`config.mk`:
```
export PLATFORM = sky130hd
export DESIGN_NAME = coletor_jogada
export DESIGN_NICKNAME = d
export VERILOG_FILES = /design/src/rtl/coletor_jogada_pkg.sv /design/src/rtl/coletor_jogada_contador_timeout.sv /design/src/rtl/coletor_jogada.sv
export SDC_FILE = /design/constraint.sdc
export NUM_CORES = 1
export LEC_CHECK = 0
export CELL_PAD_IN_SITES_DETAIL_PLACEMENT = 0
export CELL_PAD_IN_SITES_GLOBAL_PLACEMENT = 1
export CORE_MARGIN = 4
export CORE_UTILIZATION = 35
export DETAILED_ROUTE_END_ITERATION = 12
export PLACE_DENSITY_LB_ADDON = 0.12
export SYNTH_ARGS = -nofsm -noshare
export SYNTH_HDL_FRONTEND = slang
export SYNTH_SLANG_ARGS = --single-unit
```
`constraint.sdc`:
```
create_clock -name clock -period 1.9 [get_ports clock]
set_input_delay 0.19 -clock clock [delete_from_list [all_inputs] [get_ports clock]]
set_output_delay 0.19 -clock clock [all_outputs]
set_load 0.005 [all_outputs]
```
`src/rtl/coletor_jogada_pkg.sv`:
```
// rtl/coletor_jogada_pkg.sv - shared square width and state encodings for the move collector
package coletor_jogada_pkg;

  localparam int LARGURA_CASA = 6;

  // Encodings are shared with the control unit and the 7-segment debug decoder
  typedef enum logic [3:0] {
    OCIOSO         = 4'h0,
    ESPERA_ORIGEM  = 4'h1,
    ESPERA_DESTINO = 4'h2,
    PRONTA         = 4'h5,
    ERRO_T         = 4'hE
  } estado_t;

endpackage

```
`src/rtl/coletor_jogada_contador_timeout.sv`:
```
// rtl/coletor_jogada_contador_timeout.sv - saturating up-counter flagging the last allowed cycle
module contador_timeout #(
  parameter int TIMEOUT_CICLOS = 50000000,
  localparam int LARGURA = $clog2(TIMEOUT_CICLOS)
) (
  input  logic clock,
  input  logic reset,
  input  logic zera,
  input  logic conta,
  output logic fim
);

  logic [LARGURA-1:0] valor;

  // Count holds at the terminal value; the owner must leave its wait state there
  always_ff @(posedge clock or posedge reset) begin
    if (reset) begin
      valor <= '0;
    end else if (zera) begin
      valor <= '0;
    end else if (conta && !fim) begin
      valor <= valor + 1'b1;
    end
  end

  assign fim = (valor == LARGURA'(TIMEOUT_CICLOS - 1));

endmodule

```
`src/rtl/coletor_jogada.sv`:
```
// rtl/coletor_jogada.sv - collects an origin/destination square pair into one move
module coletor_jogada
  import coletor_jogada_pkg::*;
#(
  parameter int TIMEOUT_CICLOS = 50000000
) (
  input  logic                    clock,
  input  logic                    reset,
  input  logic                    habilita,
  input  logic                    casa_pulso,
  input  logic [LARGURA_CASA-1:0] casa,
  input  logic                    cancela,
  input  logic                    consumida,
  output logic                    temJogada,
  output logic [LARGURA_CASA-1:0] origem,
  output logic [LARGURA_CASA-1:0] destino,
  output logic                    erro,
  output logic [3:0]              db_estado
);

  estado_t estado, estadoProx;
  logic    capturaOrigem, capturaDestino;
  logic    contaTempo, fimTempo;

  contador_timeout #(
    .TIMEOUT_CICLOS(TIMEOUT_CICLOS)
  ) uContador (
    .clock (clock),
    .reset (reset),
    .zera  (capturaOrigem),
    .conta (contaTempo),
    .fim   (fimTempo)
  );

  // State register
  always_ff @(posedge clock or posedge reset) begin
    if (reset) begin
      estado <= OCIOSO;
    end else begin
      estado <= estadoProx;
    end
  end

  // Next state and capture strobes; losing habilita aborts from any state
  always_comb begin
    estadoProx     = estado;
    capturaOrigem  = 1'b0;
    capturaDestino = 1'b0;
    contaTempo     = 1'b0;
    if (!habilita) begin
      estadoProx = OCIOSO;
    end else begin
      unique case (estado)
        OCIOSO: estadoProx = ESPERA_ORIGEM;
        ESPERA_ORIGEM: begin
          if (casa_pulso) begin
            capturaOrigem = 1'b1;
            estadoProx    = ESPERA_DESTINO;
          end
        end
        ESPERA_DESTINO: begin
          // A strobe on the terminal cycle still beats the timeout
          if (cancela) begin
            estadoProx = ESPERA_ORIGEM;
          end else if (casa_pulso && (casa == origem)) begin
            estadoProx = ESPERA_ORIGEM;
          end else if (casa_pulso) begin
            capturaDestino = 1'b1;
            estadoProx     = PRONTA;
          end else if (fimTempo) begin
            estadoProx = ERRO_T;
          end else begin
            contaTempo = 1'b1;
          end
        end
        PRONTA: begin
          if (consumida) begin
            estadoProx = ESPERA_ORIGEM;
          end
        end
        ERRO_T: estadoProx = ESPERA_ORIGEM;
        default: estadoProx = OCIOSO;
      endcase
    end
  end

  // Square registers change only on a capture and survive cancel and timeout
  always_ff @(posedge clock or posedge reset) begin
    if (reset) begin
      origem  <= '0;
      destino <= '0;
    end else begin
      if (capturaOrigem) begin
        origem <= casa;
      end
      if (capturaDestino) begin
        destino <= casa;
      end
    end
  end

  assign temJogada = (estado == PRONTA);
  assign erro      = (estado == ERRO_T);
  assign db_estado = estado;

endmodule

```
==> summary.md, run 1 <==
| Metric | Value |
|---|---|
| Antenna Violating Nets Remaining | `0` |
| CTS tree | `built` |
| # diodes | `0` |
| Number of port buffers | `29` |
| Fillers | `584` |
| Net Count, Synth | `238` |
| Reg area | `0.001051 mm²` |
| Area delta synth->final | `35.58%` |
| Yosys reg bits | `42` |
| Hold-fix buffers at CTS | `0` |
| Clock latency at the later pin of the worst-skew pair | `300 ps` |
| Setup TNS | `0 ps` |
| Crit path kind | `flip-flop to flip-flop` |
| Static leakage | `1.335 nW` |
| Vias in the first global route | `1852` |
| CTS Buf Count | `5` |
| Pre-CTS setup slack | `-264.7 ps` |
| Synthesized area per cell | `9.893 µm²` |
| Ys flop type | `dfrtp_1` |
| Post-layout util | `0.4979` |
| Synth cell types | `48` |
| Initial drt markers | `59` |
| Root buf cell | `clkbuf_8` |
| CP max FO | `4` |
| Post-synth EDFFs | `0` |
| Final setup fails | `0` |
| WP data arrival | `2110 ps` |
| Dpl hpwl | `3.761 mm` |
| WP buf/inv | `0` |
| CP max-delay cell | `or4_4` |
| Combinational family with the most area after synthesis | `simple AND/OR/NAND/NOR gates` |
| CTS Buffer Depth | `2` |
| Unrepaired setup endpoints after global routing | `yes` |
| Post-Layout Inst Area | `0.003018 mm²` |
| Critical Path Sink Type | `flip-flop` |
| Final period utilization | `0.9956` |
| Area of the multi-input gates | `0.001200 mm²` |
| Max stage delay on crit path | `480 ps` |
| First-pass GRT wire length | `8.949 mm` |
| Starting Density | `0.3673` |
| Die H | `87.75 µm` |
| Total Nets Final | `301` |
| FFs w/ async S/R, synth | `1.000` |
| Worst ir drop on vdd | `0.0004702 V` |
| CP cell instances | `nor4b_4 > and4_4 > o21ai_2 > or4_4 > a21oi_2` |
| Yosys warning count | `0` |
| Die Width | `87.75 µm` |
| Cell count after placement | `355` |
| Die Area | `0.007699 mm²` |
| Total Wirelength | `5.169 mm` |
| Clk slew on worst S/H paths | `90 ps` |
| Initial antenna violation count | `0` |
| First-pass DRT Iterations | `4` |
| Register area share after synthesis | `0.4722` |
| Max Fclk | `528.6 MHz` |
| Placed Area | `0.002820 mm²` |
| Req. time, crit path | `2120 ps` |
| Setup Skew | `10.42 ps` |
| Ports | `30` |
| Mux contribution to synthesized area | `0.03935` |
| Clock Sinks | `42` |
| Final worst slack | `8.269 ps` |
| Remaining routing DRC violations | `0` |
| Share of layout cells above drive strength 1 | `0.2664` |
| Pin count of the biggest net entering global routing | `43` |
| Slew Limit Fails | `0` |
| Post-synthesis adder-cell area fraction | `0.005621` |
| Gate Count Post-Synth | `225` |
| Post-DR wirelength/cell | `14.20 µm` |
| # rows | `28` |
| Crit path launch type | `flip-flop` |
| Final min period | `1892 ps` |
| Non-filler cells, final | `364` |
| Endpoints failing hold | `0` |
| H-tree levels | `2` |
| Normalized max-slew margin | `0.7437` |
| Slew of the pin with the lowest slew margin | `381.0 ps` |
| Status | `completed` |
| Xor/xnor share of the synthesized area | `0.07870` |
| Total congestion overflow | `0` |
| RD Place Congestion | `0.7551` |
| Max-Cap Viols | `0` |
| Delay-heaviest family, CP | `simple AND/OR/NAND/NOR gates` |
| Power Dens Cells | `729.0 mW/mm²` |
| Core region area | `0.006061 mm²` |
| DR vias | `1798` |
| DR vias/cell | `4.940` |
| Gr usage total | `0.1481` |
| Synth Area in Compound Gates | `0.07870` |
| Worst Hold Class | `primary input to asynchronous set/reset pin` |
| Synthesized area | `0.002226 mm²` |
| Synth Area in Simple Gates | `0.2945` |
[registers in the layout (all words and copies together) (netlist names)]
register,cells
uContador.valor,26
destino,6
origem,6
db_estado,4
[layout make-up]
| cell class | count | area share |
|---|---|---|
| clock buffer | 6 | 0.02736 |
| multi-input combinational | 170 | 0.3976 |
| inverter | 7 | 0.008706 |
| sequential | 42 | 0.3483 |
| clock inverter | 2 | 0.004146 |
| timing repair buffer | 62 | 0.1828 |
| tap | 75 | 0.03109 |
[path summary, 6_finish.rpt]
path,start,endpoint,slack (ps),cells after the start
setup / recovery,db_estado[0]$_DFFE_PP0P_,uContador.valor[17]$_DFFE_PP0P_,8,5
hold / removal,reset,uContador.valor[24]$_DFFE_PP0P_,260,3
setup reg to reg,db_estado[0]$_DFFE_PP0P_,uContador.valor[17]$_DFFE_PP0P_,8,5
hold reg to reg,destino[4]$_DFFE_PP0P_,destino[4]$_DFFE_PP0P_,510,1
max in group asynchronous,reset,db_estado[0]$_DFFE_PP0P_,1430,3
min in group clock,casa[3],origem[3]$_DFFE_PP0P_,500,3
[repair_timing]
action                     in CTS  in global routing
pin swaps                       0                  6
gates resized for setup         3                 18
buffers inserted                0                  1
setup endpoints to repair       2                 13
[tightest hold or removal path, stage by stage]
cell	delay [ps]
clkdlybuf4s50_1	400
inv_1	90
buf_12	250
[Yosys cell counts, types with 3 or more instances]
cell type  number  area share
a21oi_1         7       0.016
nor2_1         15       0.025
o21ai_0        11       0.025
inv_1           7       0.012
mux2_2          6       0.030
and3_1          4       0.011
nand2_1        26       0.044
nand2b_1        3      0.0084
nor3_1          7       0.016
xnor2_1        15       0.059
nand4_1         6       0.017
xor2_1          5       0.020
or3_1           4       0.011
nand3_1        13       0.029
nor4_1          8       0.022
and4_1          3       0.012
dfrtp_1        42        0.47
nor2_2          3      0.0084
[through the flow]
stage	power (mW)	hold slack [ps]
after floorplan	1.289	295.4
after global placement	1.605	488.9
after detailed placement	1.607	494.6
after CTS	2.241	256.0
after global routing	2.355	273.3
final	2.200	257.1
[placed cells by master (no fill, tap or decap), drive strengths merged, types with 3 or more instances in the layout]
master,n
xnor2,15
nand3,13
xor2,5
inv,7
or3,5
buf,33
nand2,26
and2,3
nor4b,3
nand4,7
mux2,6
dfrtp,42
nor4,8
o21ai,13
clkdlybuf4s50,27
clkbuf,6
nand2b,3
and3,6
nor2,18
nor3,8
a21oi,7
and4,4
nor3b,3
[kinds of logic after synthesis]
family                     Yosys count
AOI/OAI and AO/OA                   28
xor gates and xnor gates            20
adders and majority gates            1
buffers and inverters               13
DFF                                 42
muxes                                8
and+or+nand+nor                    113
[layer usage]
metal	global-route usage	vias to the layer above	wire [µm]
met1	0.2030	848	2672
met4	0.03766	0	53
met5	0	-	0
li1	-	930	-
met2	0.2308	15	2289
met3	0.04233	5	155
[power by group]
group	internal [mW]	total, mW	switching, mW
Sequential	0.993	1.06	0.0721
Clock	0.292	0.613	0.320
Combinational	0.321	0.523	0.202
Total	1.61	2.20	0.594
Power figures use the tool's default switching activity.
==> run 2, diff against run 1 <==
Settings changed: CTS_CLUSTER_DIAMETER set to 80, PLACE_DENSITY_LB_ADDON 0.12 to 0.08.
==> run 2 against run 1 <==
Net effect: setup slack gained 8.5 ps; critical path depth grew 2; largest power group unchanged; critical path type is now primary input to flip-flop; clock skew shrank 4.5 ps; combinational power is essentially flat; maximum frequency grew 0.45%; design area grew 0.25%.
==> summary.md, run 2 (same netlist as run 1, synthesis figures left out) <==
| Metric | Value |
|---|---|
| Status | `completed` |
| Setup TNS | `0 ps (unchanged)` |
| Max reg flops | `26 (unchanged)` |
| H-tree levels | `2 (unchanged)` |
| Power Dens Cells | `731.0 mW/mm² (+0.28%)` |
| Total Wirelength | `5.245 mm (+1.5%)` |
| CTS tree | `built` |
| Number of port buffers | `29 (unchanged)` |
| Hold-fix buffers at CTS | `0 (unchanged)` |
| Commonest cells after routing, fill and taps aside | `42 x dfrtp_1, 37 x buf_4, 27 x clkdlybuf4s50_1` |
| Ports | `30 (unchanged)` |
| Die Width | `87.75 µm (unchanged)` |
| Root buf cell | `clkbuf_8` |
| Share of layout cells above drive strength 1 | `0.2653 (-0.001130)` |
| PnR Total Power | `2.212 mW (+0.53%)` |
| Non-filler cells, final | `369 (+1.4%)` |
| Antenna Violating Nets Remaining | `0 (unchanged)` |
| Core region area | `0.006061 mm² (unchanged)` |
| Gr usage total | `0.1543 (+0.006166)` |
| Max-Cap Viols | `0 (unchanged)` |
| Starting Density | `0.3673 (unchanged)` |
| Normalized max-slew margin | `0.7563 (+0.01261)` |
| Slew Limit Fails | `0 (unchanged)` |
| Clk slew on worst S/H paths | `80 ps (about the same)` |
| Cell count after placement | `359 (+1.1%)` |
| Pre-CTS setup slack | `-312.8 ps (-48.15 ps)` |
| Critical Path Sink Type | `flip-flop` |
| DR vias/cell | `4.995 (+1.1%)` |
| Post-DR wirelength/cell | `14.21 µm (about the same)` |
| Final worst slack | `16.81 ps (+8.538 ps)` |
| Final period utilization | `0.9912 (-0.004493)` |
| Crit path kind | `primary input to flip-flop` |
| Pin count of the biggest net entering global routing | `43 (unchanged)` |
| Initial antenna violation count | `0 (unchanged)` |
| Remaining routing DRC violations | `0 (unchanged)` |
| Largest registers | `uContador.valor x26, destino x6, origem x6` |
| Req. time, crit path | `2090 ps (-30 ps)` |
| Worst Hold Class | `primary input to asynchronous set/reset pin` |
| Static leakage | `1.313 nW (-1.6%)` |
| Die Area | `0.007699 mm² (unchanged)` |
| Total Nets Final | `306 (+1.7%)` |
| WP data arrival | `2070 ps (-40 ps)` |
| Clock latency at the later pin of the worst-skew pair | `300 ps (about the same)` |
| Commonest non-fill, non-tap cell in the layout | `dfrtp_1` |
| CTS Buf Count | `5 (unchanged)` |
| Max Fclk | `531.0 MHz (+0.45%)` |
| # diodes | `0 (unchanged)` |
| Hold slack | `215.7 ps (-41.42 ps)` |
| Dpl hpwl | `3.848 mm (+2.3%)` |
| Slew of the pin with the lowest slew margin | `364.1 ps (-16.94 ps)` |
| Initial drt markers | `36 (-39%)` |
| Clock Sinks | `42 (unchanged)` |
| First-pass GRT wire length | `9.232 mm (+3.2%)` |
| Setup Skew | `5.959 ps (-4.457 ps)` |
| Crit path launch type | `primary input` |
| DR vias | `1843 (+2.5%)` |
| # rows | `28 (unchanged)` |
| Endpoints failing hold | `0 (unchanged)` |
| Total congestion overflow | `0 (unchanged)` |
| Area delta synth->final | `35.92%` |
| Top reg by flops | `uContador.valor` |
| First-pass DRT Iterations | `4 (unchanged)` |
| Vias in the first global route | `1822 (-1.6%)` |
| RD Place Congestion | `0.7662 (+1.5%)` |
| Worst ir drop on vdd | `0.0004836 V (+2.9%)` |
| CP max FO | `12 (+8)` |
| Final min period | `1883 ps (-8.538 ps)` |
| Die H | `87.75 µm (unchanged)` |
| Unrepaired setup endpoints after global routing | `yes` |
| Final setup fails | `0 (unchanged)` |
| CTS Buffer Depth | `2 (unchanged)` |
run 2: changes by cell type in the layout (fill, tap and decap cells not counted), sizes merged:
cell	change
clkinv	+1
inv	-1
buf	+5
run 2: final cells by class:
| type | instances | area (µm²) |
|---|---|---|
| clock inverters | 2 | 12.51 |
| well taps | 75 | 93.84 |
| fillers | 597 | 3035 |
| repair buffers | 67 | 589.3 |
| multi-input cells | 170 | 1170 |
| clock buffers | 6 | 82.58 |
| inverters | 7 | 26.28 |
| flip-flops and latches | 42 | 1051 |
run 2: path summary, 6_finish.rpt:
check | start | to | slack [ps] | cells past startpoint
min reg2reg | destino[2]$_DFFE_PP0P_ | destino[2]$_DFFE_PP0P_ | 510 | 1
max | casa_pulso | uContador.valor[25]$_DFFE_PP0P_ | 20 | 7
min in group clock | casa[4] | origem[4]$_DFFE_PP0P_ | 500 | 3
max reg2reg | db_estado[0]$_DFFE_PP0P_ | uContador.valor[25]$_DFFE_PP0P_ | 20 | 6
min | reset | destino[1]$_DFFE_PP0P_ | 220 | 3
max in group asynchronous | reset | uContador.valor[6]$_DFFE_PP0P_ | 1460 | 3
run 2: timing repair:
item | CTS | global route
resized for setup | 5 | 9
pin swaps | 0 | 2
setup buffers | 0 | 2
endpoints found under the setup margin | 3 | 16
run 2: critical path: stages:
cell             delay, ps
clkdlybuf4s50_1        460
nor4b_4                430
nand4_4                270
nor4_1                 390
buf_4                  170
xnor2_1                100
nor2_1                  50
run 2: stage by stage:
| stage | area, µm² | utilization |
|---|---|---|
| final | 3025 | 0.4992 |
| after global routing | 3025 | 0.4992 |
| after CTS | 2965 | 0.4893 |
| after detailed placement | 2856 | 0.4713 |
| after global placement | 2856 | 0.4713 |
| after floorplan | 2226 | - |
run 2: routing by layer:
layer | wire length, µm | track usage | share of wire
met2 | 2348 | 0.2233 | 0.45
met3 | 182 | 0.03293 | 0.035
met5 | 0 | 0 | 0
met1 | 2647 | 0.2286 | 0.50
met4 | 66 | 0.05021 | 0.013
run 2: where the power goes:
group | total [mW] | switching, mW | internal, mW
clock | 0.623 | 0.331 | 0.293
combinational | 0.521 | 0.203 | 0.318
sequential | 1.07 | 0.0749 | 0.993
==> run 3, diff against run 2 <==
Settings changed: CORE_MARGIN 4 to 1.5.
==> run 3 against run 2 <==
Net effect: non-clock buffer count down 1; flip-flop and latch count stayed put; maximum frequency is essentially flat; worst hold slack got worse by 20 ps; combinational power rose by 4.0%.
==> summary.md, run 3 (same netlist as run 1, synthesis figures left out) <==
| Metric | Value |
|---|---|
| CTS tree | `built` |
| Hold slack | `195.6 ps (-20.07 ps)` |
| Dpl hpwl | `3.918 mm (+1.8%)` |
| DR vias | `1885 (+2.3%)` |
| Final min period | `1882 ps (-1.346 ps)` |
| Static leakage | `1.390 nW (+5.8%)` |
| Starting Density | `0.3694 (+0.002135)` |
| Max-Cap Viols | `0 (unchanged)` |
| Worst Hold Class | `primary input to asynchronous set/reset pin` |
| CTS Buffer Depth | `2 (unchanged)` |
| Core region area | `0.006026 mm² (-0.58%)` |
| Clock latency at the later pin of the worst-skew pair | `290 ps (about the same)` |
| Total Nets Final | `306 (unchanged)` |
| Pin count of the biggest net entering global routing | `28 (-35%)` |
| Pre-CTS setup slack | `-277.5 ps (+35.35 ps)` |
| Worst Setup SP | `db_estado[0]$_DFFE_PP0P_` |
| Slew of the pin with the lowest slew margin | `631.2 ps (+267.2 ps)` |
| Largest registers | `uContador.valor x26, destino x6, origem x6` |
| Post-layout util | `0.5170 (+0.01785)` |
| CTS Buf Count | `5 (unchanged)` |
| Remaining routing DRC violations | `0 (unchanged)` |
| # diodes | `0 (unchanged)` |
| DR vias/cell | `5.122 (+2.6%)` |
| # rows | `28 (unchanged)` |
| Die Width | `82.75 µm (-5.7%)` |
| Worst ir drop on vdd | `0.0004254 V (-12%)` |
| Gr usage total | `0.1714 (+0.01713)` |
| Status | `completed` |
| RR Startpoint | `db_estado[0]$_DFFE_PP0P_` |
| Reg area | `0.001051 mm² (unchanged)` |
| First-pass GRT wire length | `8.790 mm (-4.8%)` |
| Number of port buffers | `29 (unchanged)` |
| Die H | `82.75 µm (-5.7%)` |
| Initial drt markers | `62 (+72%)` |
| Crit path kind | `flip-flop to flip-flop` |
| Final period utilization | `0.9904 (about the same)` |
| Initial antenna violation count | `0 (unchanged)` |
| Power Dens Cells | `750.2 mW/mm² (+2.6%)` |
| Unrepaired setup endpoints after global routing | `yes` |
| Slew Limit Fails | `0 (unchanged)` |
| Final setup fails | `0 (unchanged)` |
| Fillers | `584 (-2.2%)` |
| Endpoints failing hold | `0 (unchanged)` |
| Share of layout cells above drive strength 1 | `0.2765 (+0.01114)` |
| Commonest cells after routing, fill and taps aside | `42 x dfrtp_1, 34 x buf_4, 28 x clkdlybuf4s50_1` |
| H-tree levels | `2 (unchanged)` |
| Top reg by flops | `uContador.valor` |
| Clk slew on worst S/H paths | `80 ps (about the same)` |
| Total congestion overflow | `0 (unchanged)` |
| Ports | `30 (unchanged)` |
| Max reg flops | `26 (unchanged)` |
| Total Wirelength | `5.483 mm (+4.5%)` |
| Die Area | `0.006847 mm² (-11%)` |
| Req. time, crit path | `2080 ps (about the same)` |
| RD Place Congestion | `0.7620 (-0.55%)` |
| Critical Path Sink Type | `flip-flop` |
| PnR Total Power | `2.337 mW (+5.7%)` |
| Worst Reg-to-Reg Cells | `7 (+1)` |
| WP data arrival | `2060 ps (about the same)` |
| Crit path launch type | `flip-flop` |
| Clock Sinks | `42 (unchanged)` |
| CP max FO | `6 (-6)` |
| Hold-fix buffers at CTS | `0 (unchanged)` |
| Root buf cell | `clkbuf_8` |
| Setup Skew | `8.574 ps (+2.616 ps)` |
| Cell count after placement | `358 (-0.28%)` |
| Area of the multi-input gates | `0.001241 mm² (+6.1%)` |
| Commonest non-fill, non-tap cell in the layout | `dfrtp_1` |
| Vias in the first global route | `1800 (-1.2%)` |
| Post-DR wirelength/cell | `14.90 µm (+4.8%)` |
| Non-filler cells, final | `368 (-0.27%)` |
| Max Fclk | `531.4 MHz (about the same)` |
| Normalized max-slew margin | `0.5766 (-0.1797)` |
| Antenna Violating Nets Remaining | `0 (unchanged)` |
| Area delta synth->final | `39.97%` |
| Final worst slack | `18.15 ps (+1.346 ps)` |
| First-pass DRT Iterations | `4 (unchanged)` |
run 3: final timing paths:
check                                                  end  slack [ps]
setup / recovery           uContador.valor[18]$_DFFE_PP0P_          20
hold / removal                      destino[1]$_DFFE_PP0P_         200
setup reg to reg           uContador.valor[18]$_DFFE_PP0P_          20
hold reg to reg                     destino[4]$_DFFE_PP0P_         510
max in group asynchronous         db_estado[2]$_DFFE_PP0P_        1190
min in group clock                   origem[3]$_DFFE_PP0P_         510
run 3: stage by stage:
stage / area [µm²] / setup TNS, ps
final: 3115 / 0
after detailed placement: 2849 / -4432
after CTS: 2988 / -1.592
after global placement: 2849 / -3824
after floorplan: 2226 / 0
after global routing: 3115 / -517.0
run 3: final cells by class:
type | instances | share of cell area
repair buffers | 66 | 0.1896
clock inverters | 1 | 0.009639
well taps | 75 | 0.03012
inverters | 7 | 0.008434
clock buffers | 6 | 0.02651
multi-input cells | 171 | 0.3984
flip-flops and latches | 42 | 0.3373
run 3: timing repair:
action                     in CTS  in global routing
pin swaps                       0                 10
setup endpoints to repair       2                 24
resized for setup               4                 21
cloned                          0                  1
setup buffers                   1                  1
run 3: layer usage:
layer	routed length, µm	track usage	up-vias
met2	2603	0.2772	17
met4	40	0.04500	0
met3	115	0.03736	4
met5	0	0	-
li1	-	-	934
met1	2724	0.2316	930
run 3: power by group:
part	internal [mW]	total [mW]	switching [mW]
sequential	0.993	1.07	0.0723
combinational	0.331	0.542	0.211
clock	0.421	0.730	0.309
total	1.74	2.34	0.593
run 3: worst max-delay path: stages (launching register included):
cell and delay (ps):
dfrtp_1 400, buf_6 130, nor4b_4 250, buf_4 180, nand4_2 190, nor3_1 360, nand3_1 140, mux2i_1 130
